### src/rtl/id_ex_stage_if.sv
// Decoder-to-EX bundle for the ID/EX pipeline register, plus the hazard/flush
// controls returned to the fetch side.
interface id_ex_stage_if #(
    parameter int DATA_W = 32,
    parameter int REG_AW = 5,
    parameter int CNT_W  = 16
);
    logic              RegWrite_i;
    logic              MemToReg_i;
    logic              MemRead_i;
    logic              MemWrite_i;
    logic              Branch_i;
    logic [1:0]        ALUOp_i;
    logic              ALUSrc_i;
    logic [DATA_W-1:0] RS1data_i;
    logic [DATA_W-1:0] RS2data_i;
    logic [DATA_W-1:0] Imm_i;
    logic [DATA_W-1:0] PC_i;
    logic [9:0]        Funct_i;
    logic [REG_AW-1:0] RS1addr_i;
    logic [REG_AW-1:0] RS2addr_i;
    logic [REG_AW-1:0] RDaddr_i;
    logic              BranchTaken_i;

    logic              RegWrite_o;
    logic              MemToReg_o;
    logic              MemRead_o;
    logic              MemWrite_o;
    logic              Branch_o;
    logic              ALUSrc_o;
    logic [1:0]        ALUOp_o;
    logic [DATA_W-1:0] RS1data_o;
    logic [DATA_W-1:0] RS2data_o;
    logic [DATA_W-1:0] Imm_o;
    logic [DATA_W-1:0] PC_o;
    logic [9:0]        Funct_o;
    logic [REG_AW-1:0] RS1addr_o;
    logic [REG_AW-1:0] RS2addr_o;
    logic [REG_AW-1:0] RDaddr_o;
    logic              Stall_o;
    logic              PCWrite_o;
    logic              IFIDWrite_o;
    logic              IFIDFlush_o;
    logic [CNT_W-1:0]  StallCnt_o;

    // Decoder / fetch side.
    modport master (
        output RegWrite_i, MemToReg_i, MemRead_i, MemWrite_i, Branch_i, ALUOp_i, ALUSrc_i,
               RS1data_i, RS2data_i, Imm_i, PC_i, Funct_i,
               RS1addr_i, RS2addr_i, RDaddr_i, BranchTaken_i,
        input  RegWrite_o, MemToReg_o, MemRead_o, MemWrite_o, Branch_o, ALUSrc_o, ALUOp_o,
               RS1data_o, RS2data_o, Imm_o, PC_o, Funct_o,
               RS1addr_o, RS2addr_o, RDaddr_o,
               Stall_o, PCWrite_o, IFIDWrite_o, IFIDFlush_o, StallCnt_o
    );

    // Pipeline register side.
    modport slave (
        input  RegWrite_i, MemToReg_i, MemRead_i, MemWrite_i, Branch_i, ALUOp_i, ALUSrc_i,
               RS1data_i, RS2data_i, Imm_i, PC_i, Funct_i,
               RS1addr_i, RS2addr_i, RDaddr_i, BranchTaken_i,
        output RegWrite_o, MemToReg_o, MemRead_o, MemWrite_o, Branch_o, ALUSrc_o, ALUOp_o,
               RS1data_o, RS2data_o, Imm_o, PC_o, Funct_o,
               RS1addr_o, RS2addr_o, RDaddr_o,
               Stall_o, PCWrite_o, IFIDWrite_o, IFIDFlush_o, StallCnt_o
    );
endinterface

### src/rtl/id_ex_stage.sv
// ID/EX pipeline register with load-use hazard detection, branch-flush
// arbitration and a saturating stall-cycle counter.
module id_ex_stage #(
    parameter int DATA_W = 32,
    parameter int REG_AW = 5,
    parameter int CNT_W  = 16
) (
    input  logic         clk_i,
    input  logic         rst_i,
    id_ex_stage_if.slave bus
);
    logic              regWriteQ;
    logic              memToRegQ;
    logic              memReadQ;
    logic              memWriteQ;
    logic              branchQ;
    logic              aluSrcQ;
    logic [1:0]        aluOpQ;
    logic [DATA_W-1:0] rs1DataQ;
    logic [DATA_W-1:0] rs2DataQ;
    logic [DATA_W-1:0] immQ;
    logic [DATA_W-1:0] pcQ;
    logic [9:0]        functQ;
    logic [REG_AW-1:0] rs1AddrQ;
    logic [REG_AW-1:0] rs2AddrQ;
    logic [REG_AW-1:0] rdAddrQ;
    logic [CNT_W-1:0]  stallCntQ;
    logic              hazard;
    logic              rdMatch;

    // RS2 is compared even for I-type; a spurious stall costs one cycle, a missed one corrupts data.
    assign rdMatch = (rdAddrQ == bus.RS1addr_i) | (rdAddrQ == bus.RS2addr_i);
    assign hazard  = memReadQ & (rdAddrQ != '0) & rdMatch;

    always_ff @(posedge clk_i or posedge rst_i) begin
        if (rst_i) begin
            regWriteQ <= 1'b0;
            memToRegQ <= 1'b0;
            memReadQ  <= 1'b0;
            memWriteQ <= 1'b0;
            branchQ   <= 1'b0;
            aluSrcQ   <= 1'b0;
            aluOpQ    <= '0;
            rdAddrQ   <= '0;
        end else if (hazard) begin
            regWriteQ <= 1'b0;
            memToRegQ <= 1'b0;
            memReadQ  <= 1'b0;
            memWriteQ <= 1'b0;
            branchQ   <= 1'b0;
            aluSrcQ   <= 1'b0;
            aluOpQ    <= '0;
            rdAddrQ   <= '0;
        end else begin
            regWriteQ <= bus.RegWrite_i;
            memToRegQ <= bus.MemToReg_i;
            memReadQ  <= bus.MemRead_i;
            memWriteQ <= bus.MemWrite_i;
            branchQ   <= bus.Branch_i;
            aluSrcQ   <= bus.ALUSrc_i;
            aluOpQ    <= bus.ALUOp_i;
            rdAddrQ   <= bus.RDaddr_i;
        end
    end

    // Payload is captured every cycle; under a bubble it is simply ignored downstream.
    always_ff @(posedge clk_i or posedge rst_i) begin
        if (rst_i) begin
            rs1DataQ <= '0;
            rs2DataQ <= '0;
            immQ     <= '0;
            pcQ      <= '0;
            functQ   <= '0;
            rs1AddrQ <= '0;
            rs2AddrQ <= '0;
        end else begin
            rs1DataQ <= bus.RS1data_i;
            rs2DataQ <= bus.RS2data_i;
            immQ     <= bus.Imm_i;
            pcQ      <= bus.PC_i;
            functQ   <= bus.Funct_i;
            rs1AddrQ <= bus.RS1addr_i;
            rs2AddrQ <= bus.RS2addr_i;
        end
    end

    always_ff @(posedge clk_i or posedge rst_i) begin
        if (rst_i) begin
            stallCntQ <= '0;
        end else if (hazard && (stallCntQ != '1)) begin
            stallCntQ <= stallCntQ + CNT_W'(1);
        end
    end

    assign bus.RegWrite_o  = regWriteQ;
    assign bus.MemToReg_o  = memToRegQ;
    assign bus.MemRead_o   = memReadQ;
    assign bus.MemWrite_o  = memWriteQ;
    assign bus.Branch_o    = branchQ;
    assign bus.ALUSrc_o    = aluSrcQ;
    assign bus.ALUOp_o     = aluOpQ;
    assign bus.RS1data_o   = rs1DataQ;
    assign bus.RS2data_o   = rs2DataQ;
    assign bus.Imm_o       = immQ;
    assign bus.PC_o        = pcQ;
    assign bus.Funct_o     = functQ;
    assign bus.RS1addr_o   = rs1AddrQ;
    assign bus.RS2addr_o   = rs2AddrQ;
    assign bus.RDaddr_o    = rdAddrQ;
    assign bus.StallCnt_o  = stallCntQ;

    // Stall beats flush: the branch is re-resolved next cycle with the loaded operand.
    assign bus.Stall_o     = hazard;
    assign bus.PCWrite_o   = ~hazard;
    assign bus.IFIDWrite_o = ~hazard;
    assign bus.IFIDFlush_o = bus.BranchTaken_i & ~hazard;
endmodule
### src/flat_wrapper.sv
// flat-port wrapper written by rule: the top's interface ports become plain ports
module id_ex_stage_flat 
#(
    parameter int DATA_W = 32,
    parameter int REG_AW = 5,
    parameter int CNT_W  = 16
)
  (clk_i, rst_i, bus_RegWrite_i, bus_MemToReg_i, bus_MemRead_i, bus_MemWrite_i, bus_Branch_i, bus_ALUOp_i, bus_ALUSrc_i, bus_RS1data_i, bus_RS2data_i, bus_Imm_i, bus_PC_i, bus_Funct_i, bus_RS1addr_i, bus_RS2addr_i, bus_RDaddr_i, bus_BranchTaken_i, bus_RegWrite_o, bus_MemToReg_o, bus_MemRead_o, bus_MemWrite_o, bus_Branch_o, bus_ALUSrc_o, bus_ALUOp_o, bus_RS1data_o, bus_RS2data_o, bus_Imm_o, bus_PC_o, bus_Funct_o, bus_RS1addr_o, bus_RS2addr_o, bus_RDaddr_o, bus_Stall_o, bus_PCWrite_o, bus_IFIDWrite_o, bus_IFIDFlush_o, bus_StallCnt_o);
  id_ex_stage_if #(.DATA_W(DATA_W), .REG_AW(REG_AW), .CNT_W(CNT_W)) bus_i ();
  input  logic clk_i;
  input  logic rst_i;
  input wire logic [$bits(bus_i.RegWrite_i)-1:0] bus_RegWrite_i;
  input wire logic [$bits(bus_i.MemToReg_i)-1:0] bus_MemToReg_i;
  input wire logic [$bits(bus_i.MemRead_i)-1:0] bus_MemRead_i;
  input wire logic [$bits(bus_i.MemWrite_i)-1:0] bus_MemWrite_i;
  input wire logic [$bits(bus_i.Branch_i)-1:0] bus_Branch_i;
  input wire logic [$bits(bus_i.ALUOp_i)-1:0] bus_ALUOp_i;
  input wire logic [$bits(bus_i.ALUSrc_i)-1:0] bus_ALUSrc_i;
  input wire logic [$bits(bus_i.RS1data_i)-1:0] bus_RS1data_i;
  input wire logic [$bits(bus_i.RS2data_i)-1:0] bus_RS2data_i;
  input wire logic [$bits(bus_i.Imm_i)-1:0] bus_Imm_i;
  input wire logic [$bits(bus_i.PC_i)-1:0] bus_PC_i;
  input wire logic [$bits(bus_i.Funct_i)-1:0] bus_Funct_i;
  input wire logic [$bits(bus_i.RS1addr_i)-1:0] bus_RS1addr_i;
  input wire logic [$bits(bus_i.RS2addr_i)-1:0] bus_RS2addr_i;
  input wire logic [$bits(bus_i.RDaddr_i)-1:0] bus_RDaddr_i;
  input wire logic [$bits(bus_i.BranchTaken_i)-1:0] bus_BranchTaken_i;
  output wire logic [$bits(bus_i.RegWrite_o)-1:0] bus_RegWrite_o;
  output wire logic [$bits(bus_i.MemToReg_o)-1:0] bus_MemToReg_o;
  output wire logic [$bits(bus_i.MemRead_o)-1:0] bus_MemRead_o;
  output wire logic [$bits(bus_i.MemWrite_o)-1:0] bus_MemWrite_o;
  output wire logic [$bits(bus_i.Branch_o)-1:0] bus_Branch_o;
  output wire logic [$bits(bus_i.ALUSrc_o)-1:0] bus_ALUSrc_o;
  output wire logic [$bits(bus_i.ALUOp_o)-1:0] bus_ALUOp_o;
  output wire logic [$bits(bus_i.RS1data_o)-1:0] bus_RS1data_o;
  output wire logic [$bits(bus_i.RS2data_o)-1:0] bus_RS2data_o;
  output wire logic [$bits(bus_i.Imm_o)-1:0] bus_Imm_o;
  output wire logic [$bits(bus_i.PC_o)-1:0] bus_PC_o;
  output wire logic [$bits(bus_i.Funct_o)-1:0] bus_Funct_o;
  output wire logic [$bits(bus_i.RS1addr_o)-1:0] bus_RS1addr_o;
  output wire logic [$bits(bus_i.RS2addr_o)-1:0] bus_RS2addr_o;
  output wire logic [$bits(bus_i.RDaddr_o)-1:0] bus_RDaddr_o;
  output wire logic [$bits(bus_i.Stall_o)-1:0] bus_Stall_o;
  output wire logic [$bits(bus_i.PCWrite_o)-1:0] bus_PCWrite_o;
  output wire logic [$bits(bus_i.IFIDWrite_o)-1:0] bus_IFIDWrite_o;
  output wire logic [$bits(bus_i.IFIDFlush_o)-1:0] bus_IFIDFlush_o;
  output wire logic [$bits(bus_i.StallCnt_o)-1:0] bus_StallCnt_o;
  assign bus_i.RegWrite_i = bus_RegWrite_i;
  assign bus_i.MemToReg_i = bus_MemToReg_i;
  assign bus_i.MemRead_i = bus_MemRead_i;
  assign bus_i.MemWrite_i = bus_MemWrite_i;
  assign bus_i.Branch_i = bus_Branch_i;
  assign bus_i.ALUOp_i = bus_ALUOp_i;
  assign bus_i.ALUSrc_i = bus_ALUSrc_i;
  assign bus_i.RS1data_i = bus_RS1data_i;
  assign bus_i.RS2data_i = bus_RS2data_i;
  assign bus_i.Imm_i = bus_Imm_i;
  assign bus_i.PC_i = bus_PC_i;
  assign bus_i.Funct_i = bus_Funct_i;
  assign bus_i.RS1addr_i = bus_RS1addr_i;
  assign bus_i.RS2addr_i = bus_RS2addr_i;
  assign bus_i.RDaddr_i = bus_RDaddr_i;
  assign bus_i.BranchTaken_i = bus_BranchTaken_i;
  assign bus_RegWrite_o = bus_i.RegWrite_o;
  assign bus_MemToReg_o = bus_i.MemToReg_o;
  assign bus_MemRead_o = bus_i.MemRead_o;
  assign bus_MemWrite_o = bus_i.MemWrite_o;
  assign bus_Branch_o = bus_i.Branch_o;
  assign bus_ALUSrc_o = bus_i.ALUSrc_o;
  assign bus_ALUOp_o = bus_i.ALUOp_o;
  assign bus_RS1data_o = bus_i.RS1data_o;
  assign bus_RS2data_o = bus_i.RS2data_o;
  assign bus_Imm_o = bus_i.Imm_o;
  assign bus_PC_o = bus_i.PC_o;
  assign bus_Funct_o = bus_i.Funct_o;
  assign bus_RS1addr_o = bus_i.RS1addr_o;
  assign bus_RS2addr_o = bus_i.RS2addr_o;
  assign bus_RDaddr_o = bus_i.RDaddr_o;
  assign bus_Stall_o = bus_i.Stall_o;
  assign bus_PCWrite_o = bus_i.PCWrite_o;
  assign bus_IFIDWrite_o = bus_i.IFIDWrite_o;
  assign bus_IFIDFlush_o = bus_i.IFIDFlush_o;
  assign bus_StallCnt_o = bus_i.StallCnt_o;
  id_ex_stage #(.DATA_W(DATA_W), .REG_AW(REG_AW), .CNT_W(CNT_W)) u_core (.clk_i(clk_i), .rst_i(rst_i), .bus(bus_i));
endmodule
### config.mk
export PLATFORM = sky130hd
export DESIGN_NAME = id_ex_stage_flat
export DESIGN_NICKNAME = d
export VERILOG_FILES = /design/src/rtl/id_ex_stage_if.sv /design/src/rtl/id_ex_stage.sv /design/src/flat_wrapper.sv
export SDC_FILE = /design/constraint.sdc
export NUM_CORES = 1
export LEC_CHECK = 0
export ABC_CLOCK_PERIOD_IN_PS = 5600
export CORE_AREA = 2 2 134 136
export CTS_CLUSTER_DIAMETER = 30
export DETAILED_ROUTE_END_ITERATION = 8
export DIE_AREA = 0 0 136 138
export GPL_TIMING_DRIVEN = 0
export PLACE_DENSITY = 0.71
export SYNTH_ARGS = -nofsm -noshare
export SYNTH_HDL_FRONTEND = slang
export SYNTH_SLANG_ARGS = --single-unit
### constraint.sdc
create_clock -name clk_i -period 5.6 [get_ports clk_i]
set_input_delay 1.12 -clock clk_i [delete_from_list [all_inputs] [get_ports clk_i]]
set_output_delay 1.12 -clock clk_i [all_outputs]
set_load 0.01 [all_outputs]
# Yosys cells after proc, flatten, opt, wreduce, memory -nomap -nowiden
# Index checks and enable logic that the tools add are counted.
# word_totals
reg_bits	177
inputBits	164
out_inout_bits	181
elab_cells	35
# op_classes
addsub	1
n_eq_ne	3
n_mux	8
bitwise_logic	5
reduce_logical	2
# ops
operator	n
16-bit by 1-bit adder with 16-bit output, second input constant	1
16-bit != test, second input constant	1
5-bit equality test	2
1-bit two-way mux	6
5-bit two-way mux	1
5-bit nonzero test	1
1-bit bitwise AND	3
2-bit two-way mux	1
1-bit logical AND	1
1-bit inverter	1
1-bit bitwise OR	1

# Depth between registers and ports, before layout
# depth
ltp_word	5
ltp_mapped	8
mapped_depth_nobuf	6

# Worst setup path after synthesis
# No wires, ideal clock.
# synth_timing
path_kind	input-to-output
from	input port bus_RS2addr_i[4]
to	output port bus_PCWrite_o
arrival_time_ns	2.358
required_time_ns	4.480
slack_ns	2.122
stages	8
path_buffers	3
cell_sequence	xnor2_1 > nand3_1 > o22ai_1 > and2_1 > buf_6 > buf_6 > inv_1 > buf_4
# synth_between
elab_chain_len	4
# synth_lines
item	line_no	text
from (decl)	flat_wrapper.sv:25	input wire logic [$bits(bus_i.RS2addr_i)-1:0] bus_RS2addr_i;
5-bit equality test	id_ex_stage.sv:32	assign rdMatch = (rdAddrQ == bus.RS1addr_i) | (rdAddrQ == bus.RS2addr_i);
1-bit bitwise OR	id_ex_stage.sv:32	
1-bit bitwise AND	id_ex_stage.sv:33	assign hazard = memReadQ & (rdAddrQ != '0) & rdMatch;
net bus_Stall_o	flat_wrapper.sv:43	output wire logic [$bits(bus_i.Stall_o)-1:0] bus_Stall_o;
1-bit inverter	--	
to (decl)	flat_wrapper.sv:44	output wire logic [$bits(bus_i.PCWrite_o)-1:0] bus_PCWrite_o;
# The timed path passes the listed nets, and every way through them passes these cells.

# Worst setup path after layout
# layout_timing
from	input port bus_RS2addr_i[2]
to	output port bus_PCWrite_o
# layout_between
elab_chain_len	4
# layout_lines
item	line_no	text
5-bit equality test	id_ex_stage.sv:32	
1-bit bitwise OR	id_ex_stage.sv:32	
1-bit bitwise AND	id_ex_stage.sv:33	
1-bit inverter	id_ex_stage.sv:114	assign bus.PCWrite_o = ~hazard;
# Every way passes these cells.

==> impl_metrics.py <==
metrics = {
    "clock_network": {
        "clock_path_buffers": 2,
        "cts_root_buffer": "clkbuf_16",
        "cts_tree": "built",
        "cts_buffers": 17,
        "h-tree-depth": 4,
        "cts_hold_buf": 0,
        "clk-insertion-delay-late_ps": 410,
        "cts.sinks": 177,
        "cts_resized": 0,
        "cts_setup_buffers": 0,
        "clk_pin_slew_ps": 70,
    },
    "setup_path": {
        "crit_chain": "clkdlybuf4s50_1, xnor2_1, nand3_1, o22ai_1, and2_1, buf_6, buf_6, inv_1, buf_4, clkdlybuf4s50_1",
        "r2r_cells": 6,
        "slowest_stage": "o22ai_1",
        "slowest_delay_ps": 580,
        "cp.arrival_ps": 3590,
        "cp_top_family": "buffers and inverters",
        "critical_path_buf_inv_count": 6,
        "endpoint_kind": "output port",
        "critical_path_required_ps": 4480,
        "cp.depth": 10,
        "r2r_slack_ps": 3520,
        "crit_fanout": 10,
        "start_kind": "input pin",
        "path_class": "input pin to output port",
    },
    "power": {
        "p_per_area_nw_per_um2": 307.3,
        "pwr-share-clk_pct": 39.8,
        "p_leak_nw": 4.005,
        "switching_share_pct": 22.75,
        "internal_power_w": 0.002259,
        "power_frac_comb_pct": 13.0,
        "p_seq_share_pct": 47.2,
        "ir_worst_vdd_uv": 195.8,
        "switchingPower_w": 0.0006651,
    },
    "yosys": {
        "synth_warnings": 0,
        "synth_top_area_share_pct": 86.55,
        "yosys.area.top_type": "dfrtp_1",
        "synth-adder-area-share_pct": 0.2445,
        "syn_area_um2": 5117,
        "synthSimpleGateAreaFrac_pct": 6.357,
        "synth_xor_area_share_pct": 3.765,
        "synthMuxAreaShare_pct": 0.6112,
        "synth_ff_type": "dfrtp_1",
        "ys_top_cells_by_area": "dfrtp_1 (87%), xnor2_1 (3.8%), nor2b_1 (1.7%)",
        "ys_seq_area_share_pct": 86.55,
        "avgSynthCellArea_um2": 18.81,
        "syn-num-nets": 437,
        "async_flop_share_pct": 100.0,
        "synth_top_family_by_area": "simple AND/OR/NAND/NOR gates",
        "synth_compound_area_share_pct": 1.271,
        "synth_cell_type_count": 29,
        "synth_edf_count": 0,
        "netlist_instances": 272,
        "synth_seq_cells": 177,
    },
    "route": {
        "avgViaCountPerCell": 4.059,
        "drc": 0,
        "highest_layer": "met4",
        "drt-initial-drc-count": 95,
        "wire_per_inst_um": 17.16,
        "wl_met3_um": 1503,
        "first_pass_iters": 4,
        "ant_nets": 0,
        "totalWireLength_um": 15140,
        "wl_met2_um": 7995,
        "wl_met1_um": 5413,
        "vias": 3580,
    },
    "placement": {
        "dpl.hpwl_um": 11980,
        "place_inst": 849,
        "io_buffers": 344,
        "post-place-ws_ps": 863.8,
        "gp_congestion": 0.7952,
    },
    "floorplan": {
        "start_util_pct": 29.19,
        "die_w_um": 136,
        "die-area_um2": 18770,
        "ios": 345,
        "die_h_um": 138,
        "rows": 49,
        "fp.coreArea_um2": 17530,
    },
    "grt": {
        "grt_pass1_wl_um": 23180,
        "grt_pass1_vias": 4009,
        "grt_max_degree": 47,
        "antenna_found_initial": 2,
        "grt_usage_pct": 16.47,
        "grt_overflow_total": 0,
    },
    "sta": {
        "period_share_pct": 84.15,
        "setup_violations": 0,
        "rsz0062_at_grt": "false",
        "finalClockSkew_ps": 4.825,
        "max_slew_margin_pct": 52.43,
        "post-route-min-period_ps": 4712,
        "fin_ws_ps": 887.5,
        "max_freq_mhz": 212.2,
        "max_slew.worst_pin.slew_ps": 713.6,
        "holdWs_ps": 510.6,
        "tns_ps": 0,
        "final-hold-violation-count": 0,
        "drv_slew": 0,
    },
    "worst_hold_path": {
        "whs_path_depth": 1,
        "hold_path.class": "register to register",
    },
    "status": {
        "outcome": "completed",
    },
    "run": {
        "drv_cap": 0,
    },
    "final_layout": {
        "drive_above_1_share_pct": 7.362,
        "nNetsFinal": 804,
        "syn_to_final_growth_pct": 85.97,
        "n_fill_cell": 1443,
        "final_cells": 882,
    },
}
[placed cells by master (no fill, tap or decap), types with 2 or more instances in the layout]
master           instances
nor2_1                   3
clkinv_2                 3
nand4_1                  6
clkinvlp_4               3
bufinv_16                2
buf_6                    3
and3_1                   6
dfrtp_1                177
inv_6                    3
clkinv_4                 3
and2_1                   2
clkdlybuf4s50_1        344
xnor2_1                 22
nor2b_1                 14
nand3_2                  2
inv_1                    3
clkbuf_16               17
nand3_1                  8
mux2i_1                  2
buf_12                   4
nand2_1                  7
[flip-flops by register name, summed over array words and instances, names as in the netlist, 10 cells and up]
| name | flops |
|---|---|
| u_core.bus.StallCnt_o | 16 |
| u_core.bus.PC_o | 32 |
| u_core.bus.Imm_o | 32 |
| u_core.bus.RS1data_o | 32 |
| u_core.bus.Funct_o | 10 |
| u_core.bus.RS2data_o | 32 |
[per-layer routing]
metal  GRT usage [%]  vias up
met2           29.01      191
met4           4.441        0
met3           7.004       17
met5               0        -
met1           18.07     1752
li1                -     1620
[final cells by class]
cell class | instances | area, um2 | share of cell area [%]
antenna | 1 | 2.502 | 0.02630
buffer | 5 | 46.29 | 0.4865
clock buffer | 18 | 429.2 | 4.510
clock inverter | 14 | 153.9 | 1.617
inverter | 4 | 18.77 | 0.1972
multi-input combinational | 86 | 626.9 | 6.587
sequential | 177 | 4429 | 46.54
tap | 229 | 286.5 | 3.011
timing repair buffer | 348 | 3523 | 37.02
[stage by stage]
step	utilization, %	instance area [um2]	power, W
final	54.27	9517	0.002924
after global routing	54.26	9514	0.003064
after CTS	54.26	9514	0.002967
after detailed placement	50.93	8931	0.001789
after global placement	50.48	8851	0.001773
after floorplan	-	5121	0.001495
[final timing paths]
check / start / endpoint
hold reg to reg: u_core.bus.StallCnt_o[14] / u_core.bus.StallCnt_o[14]
setup / recovery: bus_RS2addr_i[2] / bus_PCWrite_o
min in group asynchronous: rst_i / u_core.bus.RS2data_o[4]
hold / removal: u_core.bus.StallCnt_o[14] / u_core.bus.StallCnt_o[14]
setup reg to reg: u_core.bus.RDaddr_o[4] / u_core.bus.StallCnt_o[14]
max in group asynchronous: rst_i / u_core.bus.RS2addr_o[0]
[logic make-up (layout without fill, tap and decap cells)]
group | count (synthesis) | in the layout
AND/OR/NAND/NOR | 54 | 54
XOR/XNOR | 22 | 22
AO/OA/AOI/OAI | 6 | 6
multiplexers | 3 | 3
buffers and inverters | 9 | 389
flip-flops | 177 | 177
adder cells (fa/ha/maj) | 1 | 1
other | 0 | 1
[power by group through the flow]
stage	Combinational, W	Sequential [W]	Clock, W
finish	0.000379	0.00138	0.00117
global route	0.000405	0.00139	0.00127
CTS	0.000386	0.00138	0.00120
detailed placement	0.000384	0.00140	0
global placement	0.000372	0.00140	0
floorplan	0.0000557	0.00144	0
[cell usage after synthesis (2+ instances only)]
master	number
inv_1	4
nor2_1	3
dfrtp_1	177
nand3_2	2
xnor2_1	22
nand2_1	7
mux2i_1	2
nand4_1	6
nand3_1	8
nor2b_1	14
buf_6	3
and2_1	2
and3_1	6
(Power assumes the default switching activity.)
